**src/rtl/gpu_launch_pkg.sv**
```systemverilog
// gpu_launch_pkg: shared launch-queue types for kernel_launcher and launch_fifo
//   launch_state_t  : launcher FSM states
//   launch_entry_t  : one pending launch (thread count + tag), default tag width
//   THREAD_COUNT_WIDTH : width of the dispatch thread count
package gpu_launch_pkg;

    localparam int THREAD_COUNT_WIDTH = 8;
    localparam int DEFAULT_ID_WIDTH = 4;

    typedef enum logic [1:0] {
        IDLE,
        RESET,
        RUN,
        COMPLETE
    } launch_state_t;

    typedef struct packed {
        logic [THREAD_COUNT_WIDTH-1:0] thread_count;
        logic [DEFAULT_ID_WIDTH-1:0]   id;
    } launch_entry_t;

endpackage

```
**src/rtl/launch_fifo.sv**
```systemverilog
// launch_fifo: synchronous FIFO of pending kernel launches
//   clk, reset        : clock, synchronous active-high reset (empties the queue)
//   push, push_data   : write one entry at the tail (ignored when full)
//   pop, head         : head is the oldest entry; pop retires it (ignored when empty)
//   full, empty, count: occupancy, count is registered
// Depth must be a power of two so the pointers wrap by plain overflow.
module launch_fifo
    import gpu_launch_pkg::*;
#(
    parameter int DEPTH = 4,
    parameter type entry_t = launch_entry_t
) (
    input  logic                   clk,
    input  logic                   reset,
    input  logic                   push,
    input  entry_t                 push_data,
    input  logic                   pop,
    output entry_t                 head,
    output logic                   full,
    output logic                   empty,
    output logic [$clog2(DEPTH):0] count
);

    localparam int PW = $clog2(DEPTH);

    entry_t mem [DEPTH];
    logic [PW-1:0] wr_ptr;
    logic [PW-1:0] rd_ptr;
    logic do_push;
    logic do_pop;

    assign full    = count == (PW+1)'(DEPTH);
    assign empty   = count == '0;
    assign do_push = push && !full;
    assign do_pop  = pop && !empty;
    assign head    = mem[rd_ptr];

    always_ff @(posedge clk) begin
        if (do_push)
            mem[wr_ptr] <= push_data;
    end

    always_ff @(posedge clk) begin
        if (reset) begin
            wr_ptr <= '0;
            rd_ptr <= '0;
            count  <= '0;
        end else begin
            if (do_push)
                wr_ptr <= wr_ptr + PW'(1);
            if (do_pop)
                rd_ptr <= rd_ptr + PW'(1);
            count <= count + (PW+1)'(do_push) - (PW+1)'(do_pop);
        end
    end

endmodule

```
**src/rtl/kernel_launcher.sv**
```systemverilog
// kernel_launcher: host-facing launch queue sequencing the single block dispatch unit
//   clk, reset                 : clock, synchronous active-high reset
//   enq_valid/ready, enq_*     : host pushes {thread_count, id}; ready = queue not full
//   dispatch_reset/start/thread_count, dispatch_done : drive and observe dispatch
//   kernel_done/_id/_error     : one-cycle completion report per kernel
//   busy, queue_count, kernels_completed : status
// Optional LAUNCH_TIMEOUT_EN: watchdog aborts a RUN after TIMEOUT_CYCLES cycles
// and reports it with kernel_error; without it RUN waits for dispatch_done forever.
module kernel_launcher
    import gpu_launch_pkg::*;
#(
    parameter int QUEUE_DEPTH    = 4,
    parameter int ID_WIDTH       = 4,
    parameter int TIMEOUT_CYCLES = 1024
) (
    input  logic                         clk,
    input  logic                         reset,
    input  logic                         enq_valid,
    output logic                         enq_ready,
    input  logic [7:0]                   enq_thread_count,
    input  logic [ID_WIDTH-1:0]          enq_id,
    output logic                         dispatch_reset,
    output logic                         dispatch_start,
    output logic [7:0]                   dispatch_thread_count,
    input  logic                         dispatch_done,
    output logic                         kernel_done,
    output logic [ID_WIDTH-1:0]          kernel_done_id,
    output logic                         kernel_error,
    output logic                         busy,
    output logic [$clog2(QUEUE_DEPTH):0] queue_count,
    output logic [15:0]                  kernels_completed
);

    typedef struct packed {
        logic [THREAD_COUNT_WIDTH-1:0] thread_count;
        logic [ID_WIDTH-1:0]           id;
    } entry_t;

    launch_state_t state;
    entry_t head;
    logic full;
    logic empty;
    logic push;
    logic pop;
    logic [ID_WIDTH-1:0] cur_id;
    logic [THREAD_COUNT_WIDTH-1:0] cur_thread_count;

`ifdef LAUNCH_TIMEOUT_EN
    localparam logic [15:0] TIMEOUT_LAST = 16'(TIMEOUT_CYCLES - 1);
    logic [15:0] run_cycles;
`endif

    assign enq_ready = !full;
    assign push      = enq_valid && enq_ready;
    assign pop       = (state == IDLE) && !empty;

    launch_fifo #(
        .DEPTH   (QUEUE_DEPTH),
        .entry_t (entry_t)
    ) u_fifo (
        .clk       (clk),
        .reset     (reset),
        .push      (push),
        .push_data ('{thread_count: enq_thread_count, id: enq_id}),
        .pop       (pop),
        .head      (head),
        .full      (full),
        .empty     (empty),
        .count     (queue_count)
    );

    always_ff @(posedge clk) begin
        if (reset) begin
            state                 <= IDLE;
            dispatch_reset        <= 1'b1;
            dispatch_start        <= 1'b0;
            dispatch_thread_count <= '0;
            kernel_done           <= 1'b0;
            kernel_done_id        <= '0;
            kernel_error          <= 1'b0;
            busy                  <= 1'b0;
            kernels_completed     <= '0;
            cur_id                <= '0;
            cur_thread_count      <= '0;
`ifdef LAUNCH_TIMEOUT_EN
            run_cycles            <= '0;
`endif
        end else begin
            dispatch_reset <= 1'b0;
            kernel_done    <= 1'b0;
            kernel_error   <= 1'b0;
            // Idle next cycle only if nothing is in flight and the queue stays empty.
            busy <= (state == RESET) || (state == RUN) || !empty || push;
            case (state)
                IDLE: begin
                    if (!empty) begin
                        cur_id           <= head.id;
                        cur_thread_count <= head.thread_count;
                        if (head.thread_count != '0) begin
                            state          <= RESET;
                            dispatch_reset <= 1'b1;
                        end else begin
                            // Empty kernel: report it without touching dispatch.
                            state             <= COMPLETE;
                            kernel_done       <= 1'b1;
                            kernel_done_id    <= head.id;
                            kernels_completed <= kernels_completed + 16'd1;
                        end
                    end
                end
                RESET: begin
                    state                 <= RUN;
                    dispatch_start        <= 1'b1;
                    dispatch_thread_count <= cur_thread_count;
`ifdef LAUNCH_TIMEOUT_EN
                    run_cycles            <= '0;
`endif
                end
                RUN: begin
`ifdef LAUNCH_TIMEOUT_EN
                    run_cycles <= run_cycles + 16'd1;
                    if (dispatch_done || run_cycles == TIMEOUT_LAST) begin
                        // A done arriving with the timeout still counts as success.
                        kernel_error <= !dispatch_done;
`else
                    if (dispatch_done) begin
`endif
                        state             <= COMPLETE;
                        dispatch_start    <= 1'b0;
                        kernel_done       <= 1'b1;
                        kernel_done_id    <= cur_id;
                        kernels_completed <= kernels_completed + 16'd1;
                    end
                end
                COMPLETE: state <= IDLE;
                default:  state <= IDLE;
            endcase
        end
    end

endmodule

```
**config.mk**
```make
export PLATFORM = sky130hd
export DESIGN_NAME = kernel_launcher
export DESIGN_NICKNAME = d
export VERILOG_FILES = /design/src/rtl/gpu_launch_pkg.sv /design/src/rtl/launch_fifo.sv /design/src/rtl/kernel_launcher.sv
export SDC_FILE = /design/constraint.sdc
export NUM_CORES = 1
export LEC_CHECK = 0
export CAP_MARGIN = 20
export CORE_ASPECT_RATIO = 0.7
export CORE_MARGIN = 4
export CORE_UTILIZATION = 42
export CTS_BUF_LIST = sky130_fd_sc_hd__clkbuf_16
export DETAILED_ROUTE_END_ITERATION = 16
export GPL_ROUTABILITY_DRIVEN = 0
export PLACE_DENSITY = 0.74
export SYNTH_ARGS = -nofsm -noshare
export SYNTH_HDL_FRONTEND = slang
export SYNTH_SLANG_ARGS = --single-unit
```
**constraint.sdc**
```tcl
create_clock -name clk -period 3.4 [get_ports clk]
set_input_delay 0.51 -clock clk [delete_from_list [all_inputs] [get_ports clk]]
set_output_delay 0.51 -clock clk [all_outputs]
set_load 0.02 [all_outputs]
```
==> results of run 1 <==
-- sequential cells by signal, summed over array words and instances (netlist names), named ones only --
name / count
u_fifo.rd_ptr: 2
u_fifo.wr_ptr: 2
dispatch_start: 1
dispatch_reset: 1
state: 2
u_fifo.count: 3
u_fifo.mem: 48
dispatch_thread_count: 8
kernel_done_id: 4
kernel_done: 1
kernels_completed: 16
busy: 1
cur_thread_count: 8
cur_id: 4
-- worst max-delay path: stages, from the launching register on --
cell and delay, ns:
dfxtp_1 0.54, buf_4 0.26, mux4_2 0.56, nor4_4 0.40, a31oi_1 0.41, or4_1 0.58, a21oi_1 0.16
-- metal layers --
layer / part of all wire, % / track usage, % / up-vias / wire length (um)
li1: - / - / 1370 / -
met1: 46 / 21.3 / 1405 / 4120
met2: 47 / 24.1 / 75 / 4170
met3: 5.7 / 5.42 / 11 / 512
met4: 1.6 / 4.46 / 0 / 141
met5: 0 / 0 / - / 0
-- layout by cell type, fill, tap and decap left out, types with 2 or more instances in the layout --
| cell type | n |
|---|---|
| o21ba_2 | 2 |
| dfxtp_1 | 55 |
| mux4_2 | 6 |
| or4_1 | 10 |
| o21bai_1 | 2 |
| mux4_1 | 6 |
| nor4_1 | 2 |
| a211oi_1 | 6 |
| clkinv_1 | 2 |
| nor2_1 | 23 |
| xor2_1 | 2 |
| or3_1 | 3 |
| o31a_1 | 2 |
| clkdlybuf4s50_1 | 50 |
| clkbuf_16 | 10 |
| nor2b_1 | 6 |
| edfxtp_1 | 48 |
| nand2_1 | 35 |
| mux2i_1 | 11 |
| and2_1 | 2 |
| ha_1 | 11 |
| nand4_1 | 2 |
| and3_1 | 5 |
| buf_4 | 3 |
| nand3_1 | 9 |
| o31ai_1 | 10 |
| inv_1 | 17 |
| a221oi_1 | 4 |
| nor3_1 | 2 |
| xnor2_1 | 3 |
| a21oi_1 | 28 |
| o21ai_0 | 2 |
| nor4_4 | 2 |
| nand2b_1 | 3 |
-- final cells by class --
| type | count | share of cell area [%] |
|---|---|---|
| inverters | 17 | 1.23 |
| well taps | 128 | 3.09 |
| flip-flops and latches | 103 | 49.0 |
| clock inverters | 6 | 1.13 |
| repair buffers | 54 | 10.2 |
| clock buffers | 10 | 4.83 |
| multi-input cells | 210 | 30.5 |
-- worst paths after layout --
| path | start | to | slack (ns) | cells past startpoint |
|---|---|---|---|---|
| setup reg to reg | flop | kernels_completed[4] | 0.41 | 6 |
| setup / recovery | flop | kernels_completed[4] | 0.41 | 6 |
| hold reg to reg | kernel_done_id[0] | kernel_done_id[0] | 0.46 | 2 |
| hold / removal | kernel_done_id[0] | kernel_done_id[0] | 0.46 | 2 |
-- logic make-up after synthesis --
family	Yosys count	synth area share, %
buffers and inverters	34	3.46
adder cells (fa/ha/maj)	12	3.69
AND/OR/NAND/NOR	108	13.3
AO/OA/AOI/OAI	60	9.25
XOR/XNOR	5	1.03
multiplexers	24	9.69
other	1	0.0878
flip-flops	103	59.5
-- power breakdown --
| part | leakage [nW] | switching [mW] | internal [mW] |
|---|---|---|---|
| clock | 0.157 | 0.439 | 0.612 |
| sequential | 0.888 | 0.133 | 1.51 |
| combinational | 0.716 | 0.714 | 0.497 |
| total | 1.76 | 1.29 | 2.62 |
==> out/qor.yml, run 1 <==
die:
  rows: 30
  die_x_um: 129
  start_util_pct: 43.6
  ios: 53
  die_area_um2: 11900
  die_h_um: 92.4
  design.core.area_um2: 9800
clocking:
  numClockSinks: 103
  clk_path_buf_depth: 2
  post_cts_buffers: 0
  cts_hold_buf: 0
  clkTransAtPathRegs_ns: 0.07
  cts_resized: 0
  cts_tree: "built"
  clk_latency_ns: 0.34
  cts_made_buffers: 9
  cts_root_buffer: "clkbuf_16"
  cts.htree.levels: 3
cells_and_area:
  fin_cells: 528
  nNetsFinal: 423
  multi_input_comb_area_um2: 1580
  fillers: 836
  seqCellArea_um2: 2540
  drive_above_1_share_pct: 8.00
  fin_area_um2: 5190
  num_antenna_cells: 0
  post-route-util_pct: 52.9
  syn_to_final_growth_pct: 21.4
critical_path:
  cp-end-kind: "flop"
  cp.arrival_ns: 3.26
  worstPathRequired_ns: 3.66
  crit_type: "reg2reg"
  cp_max_fo: 13
  startpoint_type: "flop"
timing:
  setup_viol: 0
  rsz0062_at_grt: "no"
  holdWs_ns: 0.455
  finClkSkew_ns: 0.00802
  period_minus_slack_ns: 2.99
  relSlewSlack_pct: 28.6
  fin_crit_sh_pct: 88.0
  worstMarginPinSlew_ns: 1.04
  fin_tns_setup_ns: 0
  worst_slack_ns: 0.407
  fmax_ghz: 0.334
  slew_viol_final: 0
  hold_viol_final: 0
placed_design:
  place.port_buffers: 51
  place_area_um2: 4880
  dpl.cell_count: 512
  dpl_worst_slack_ns: 0.419
  hpwl_mm: 6.19
global_routing:
  grt_use_total_pct: 15.8
  grt_pass1_vias: 2793
  grt_first_pass_wirelength_mm: 14.3
  overflow: 0
  grt_max_degree: 57
  grt_antenna_before_repair: 0
synth:
  synth_nets: 375
  synth_flop_cell: "dfxtp_1"
  synth_top_area_share_pct: 33.7
  netlist_instances: 347
  netlist_area_um2: 4270
  ys_types: 47
  yosysTopAreaCell: "edfxtp_1"
  synthArstFlopShare_pct: 0
  postSynthAreaPerCell_um2: 12.3
  yosysWarningCount: 0
  ys_seq_area_share_pct: 59.5
  synthTopCellsByArea: "edfxtp_1 (34%), dfxtp_1 (26%), mux4_1 (3.7%), a21oi_1 (3.3%), ha_1 (3.2%)"
  synth_commonest_cells: "dfxtp_1 (55), edfxtp_1 (48), nand2_1 (35), a21oi_1 (28), nor2_1 (23)"
  synth_seq_cells: 103
  synth_edf_count: 48
  yosysMostFrequentCell: "dfxtp_1"
power:
  vdd_drop_max_mv: 0.396
  power_mw: 3.90
  leakage_nw: 1.76
  power_density_nw_per_um2: 752
drt:
  postRouteAntennaNets: 0
  wl_per_cell_um: 16.9
  route.vias.total: 2861
  via_per_inst: 5.42
  drtPass1Iterations: 4
  drt-total-wl_mm: 8.94
  drt_iter0_markers: 205
  drc_errors: 0
status:
  outcome: "completed"
job:
  max-cap-violations: 0
hold_path:
  min_path_type: "reg2reg"
(Power assumes the default switching activity.)
==> run 2, diff against run 1 <==
--- a/config.mk
+++ b/config.mk
@@ -5,6 +5,7 @@
 export SDC_FILE = /design/constraint.sdc
 export NUM_CORES = 1
 export LEC_CHECK = 0
+export ABC_AREA = 1
 export CAP_MARGIN = 20
 export CORE_ASPECT_RATIO = 0.7
 export CORE_MARGIN = 4
==> run 2 against run 1 <==
- critical path depth grew 6
- largest power group unchanged
- die area grew 1.0%
- design area up 0.43%
- combinational power up 36%
- critical endpoint is now u_fifo.count[2]
- global-route usage rose by 0.36 points
- hold slack gained 0.010 ns
- non-clock buffer count up 5
- sequential power increased by 4%
==> out/qor.yml, run 2 <==
global_routing:
  grt_max_degree: 36  # -37%
  grt_use_total_pct: 16.1  # +0.36 points
  grt_pass1_vias: 3158  # +13%
  grt_antenna_before_repair: 0  # unchanged
  overflow: 0  # unchanged
  grt_first_pass_wirelength_mm: 15.2  # +6.5%
clocking:
  clk_path_buf_depth: 2  # unchanged
  clkTransAtPathRegs_ns: 0.06  # about the same
  clk_latency_ns: 0.34  # about the same
  cts_tree: "built"
  cts_hold_buf: 0  # unchanged
  cts_resized: 0  # unchanged
  cts.htree.levels: 3  # unchanged
  numClockSinks: 103  # unchanged
  cts_root_buffer: "clkbuf_16"
  post_cts_buffers: 0  # unchanged
  cts_made_buffers: 9  # unchanged
job:
  max-cap-violations: 0  # unchanged
placed_design:
  place_area_um2: 4930  # +1.0%
  place.port_buffers: 51  # unchanged
  hpwl_mm: 6.53  # +5.4%
  dpl_worst_slack_ns: 1.09  # +0.670 ns
drt:
  drt_iter0_markers: 192  # -6.3%
  drt-total-wl_mm: 9.29  # +3.9%
  via_per_inst: 5.02  # -7.3%
  drtPass1Iterations: 4  # unchanged
  postRouteAntennaNets: 0  # unchanged
  route.vias.total: 3319  # +16%
  drc_errors: 0  # unchanged
  wl_per_cell_um: 14.1  # -17%
timing:
  period_minus_slack_ns: 2.36  # -0.632 ns
  fmax_ghz: 0.424  # +27%
  relSlewSlack_pct: 38.2  # +9.7 points
  slew_viol_final: 0  # unchanged
  worst_slack_ns: 1.04  # +0.632 ns
  setup_viol: 0  # unchanged
  finClkSkew_ns: 0.00969  # +0.00167 ns
  fin_tns_setup_ns: 0  # unchanged
  fin_crit_sh_pct: 69.4  # -19 points
  rsz0062_at_grt: "no"
  hold_viol_final: 0  # unchanged
  worstMarginPinSlew_ns: 0.925  # -0.116 ns
synth:
  ys_types: 33  # -30%
  synth_nets: 505  # +35%
  synthTopCellsByArea: "edfxtp_1 (33%), dfxtp_1 (25%), nand2_1 (8.5%), nor2_1 (6.4%), o21ai_0 (4.3%)"
  yosysMostFrequentCell: "nand2_1"
  synthArstFlopShare_pct: 0  # unchanged
  synth_top_area_share_pct: 33.4  # -0.37 points
  netlist_area_um2: 4320  # +1.1%
  synth_commonest_cells: "nand2_1 (98), nor2_1 (74), dfxtp_1 (55), edfxtp_1 (48), inv_1 (42)"
  synth_flop_cell: "dfxtp_1"
  yosysWarningCount: 0  # unchanged
  yosysTopAreaCell: "edfxtp_1"
  netlist_instances: 477  # +37%
  synth_edf_count: 48  # unchanged
  ys_seq_area_share_pct: 58.8  # -0.65 points
  postSynthAreaPerCell_um2: 9.06  # -26%
  synth_seq_cells: 103  # unchanged
cells_and_area:
  layout_commonest_cell: "nand2_1"
  num_antenna_cells: 0  # unchanged
  drive_above_1_share_pct: 5.63  # -2.4 points
  top_regs: "u_fifo.mem (48), kernels_completed (16)"
  final_cell_mix: "nand2_1 (98), nor2_1 (74), dfxtp_1 (55), clkdlybuf4s50_1 (51), edfxtp_1 (48)"
  post-route-util_pct: 52.8  # -0.17 points
  fin_area_um2: 5210  # +0.43%
  top_register: "u_fifo.mem"
  nNetsFinal: 556  # +31%
  syn_to_final_growth_pct: 20.6
  largest_reg_flops: 48  # unchanged
critical_path:
  cpMaxStageDelayCell: "dfxtp_1"
  crit_top_cell: "inv_1"
  cp-end-kind: "flop"
  cp_slowest_stage_delay_ns: 0.37  # -0.21 ns
  crit_type: "reg2reg"
  worst_r2r_path_depth: 12  # +6
  cp_max_fo: 8  # -5
  cp_num_cells: 12  # +6
  worstPathRequired_ns: 3.67  # about the same
  worst-path-buf-inv: 4  # +3
  cp.arrival_ns: 2.63  # -0.63 ns
  cpLargestDelayFamily: "adder cells"
  startpoint_type: "flop"
  path_cells: "nor2_1 > nand2_1 > nand2_1 > inv_1 > ha_1 > inv_1 > ha_1 > inv_1 > fa_1 > inv_1 > o21ai_0 > a21oi_1"
hold_path:
  whs_path_depth: 2  # unchanged
  min_path_type: "reg2reg"
power:
  power_density_nw_per_um2: 833  # +11%
  vdd_drop_max_mv: 0.416  # +5.1%
  power_mw: 4.34  # +11%
  leakage_nw: 2.09  # +19%
die:
  die_h_um: 92.9  # +0.50%
  die_area_um2: 12000  # +1.0%
  die_x_um: 129  # +0.52%
  start_util_pct: 43.8  # +0.15 points
  rows: 30  # unchanged
  design.core.area_um2: 9870  # +0.77%
  ios: 53  # unchanged
status:
  outcome: "completed"
## run 2: cell type report
| class | count | area, um2 |
|---|---|---|
| fillers | 882 | 4660 |
| well taps | 128 | 160 |
| flip-flops and latches | 103 | 2540 |
| multi-input cells | 311 | 1490 |
| inverters | 44 | 168 |
| clock buffers | 9 | 225 |
| repair buffers | 59 | 571 |
| clock inverters | 7 | 56.3 |
## run 2: worst paths after layout
| kind | from | endpoint | slack [ns] |
|---|---|---|---|
| max reg2reg | u_fifo.count[1] | u_fifo.count[2] | 1.04 |
| min | cur_id[1] | cur_id[1] | 0.47 |
| min reg2reg | cur_id[1] | cur_id[1] | 0.47 |
| max | u_fifo.count[1] | u_fifo.count[2] | 1.04 |
## run 2: routing by layer
layer	vias to the layer above	track usage (%)	part of all wire, %
met4	0	4.46	0.88
met5	-	0	0
met1	1570	21.1	46
met3	6	4.90	4.5
met2	69	25.9	48
li1	1674	-	-
## run 2: cells by family (layout without fill, tap and decap cells)
kind of cell	after synthesis	count (layout)	share of synthesized area [%]
flops	103	103	58.8
simple gates	218	218	20.9
other cells	1	1	0.0868
buf+inv	63	119	6.75
compound gates	79	79	9.53
xor+xnor	1	1	0.203
fa+ha+maj	12	12	3.65
## run 2: per-stage QoR
step                hold WS [ns]  cells
floorplan                  0.428    477
global placement           0.447    645
detailed placement         0.458    645
CTS                        0.470    661
global route               0.483    661
finish                     0.465    661
## run 2: where the power goes
part	internal (mW)	switching (mW)
Sequential	1.56	0.144
Combinational	0.572	1.08
Clock	0.559	0.417
## run 2: worst min-delay path, stage by stage, from the launching register on
cell	delay [ns]
dfxtp_1	0.30
inv_1	0.06
a211oi_1	0.06
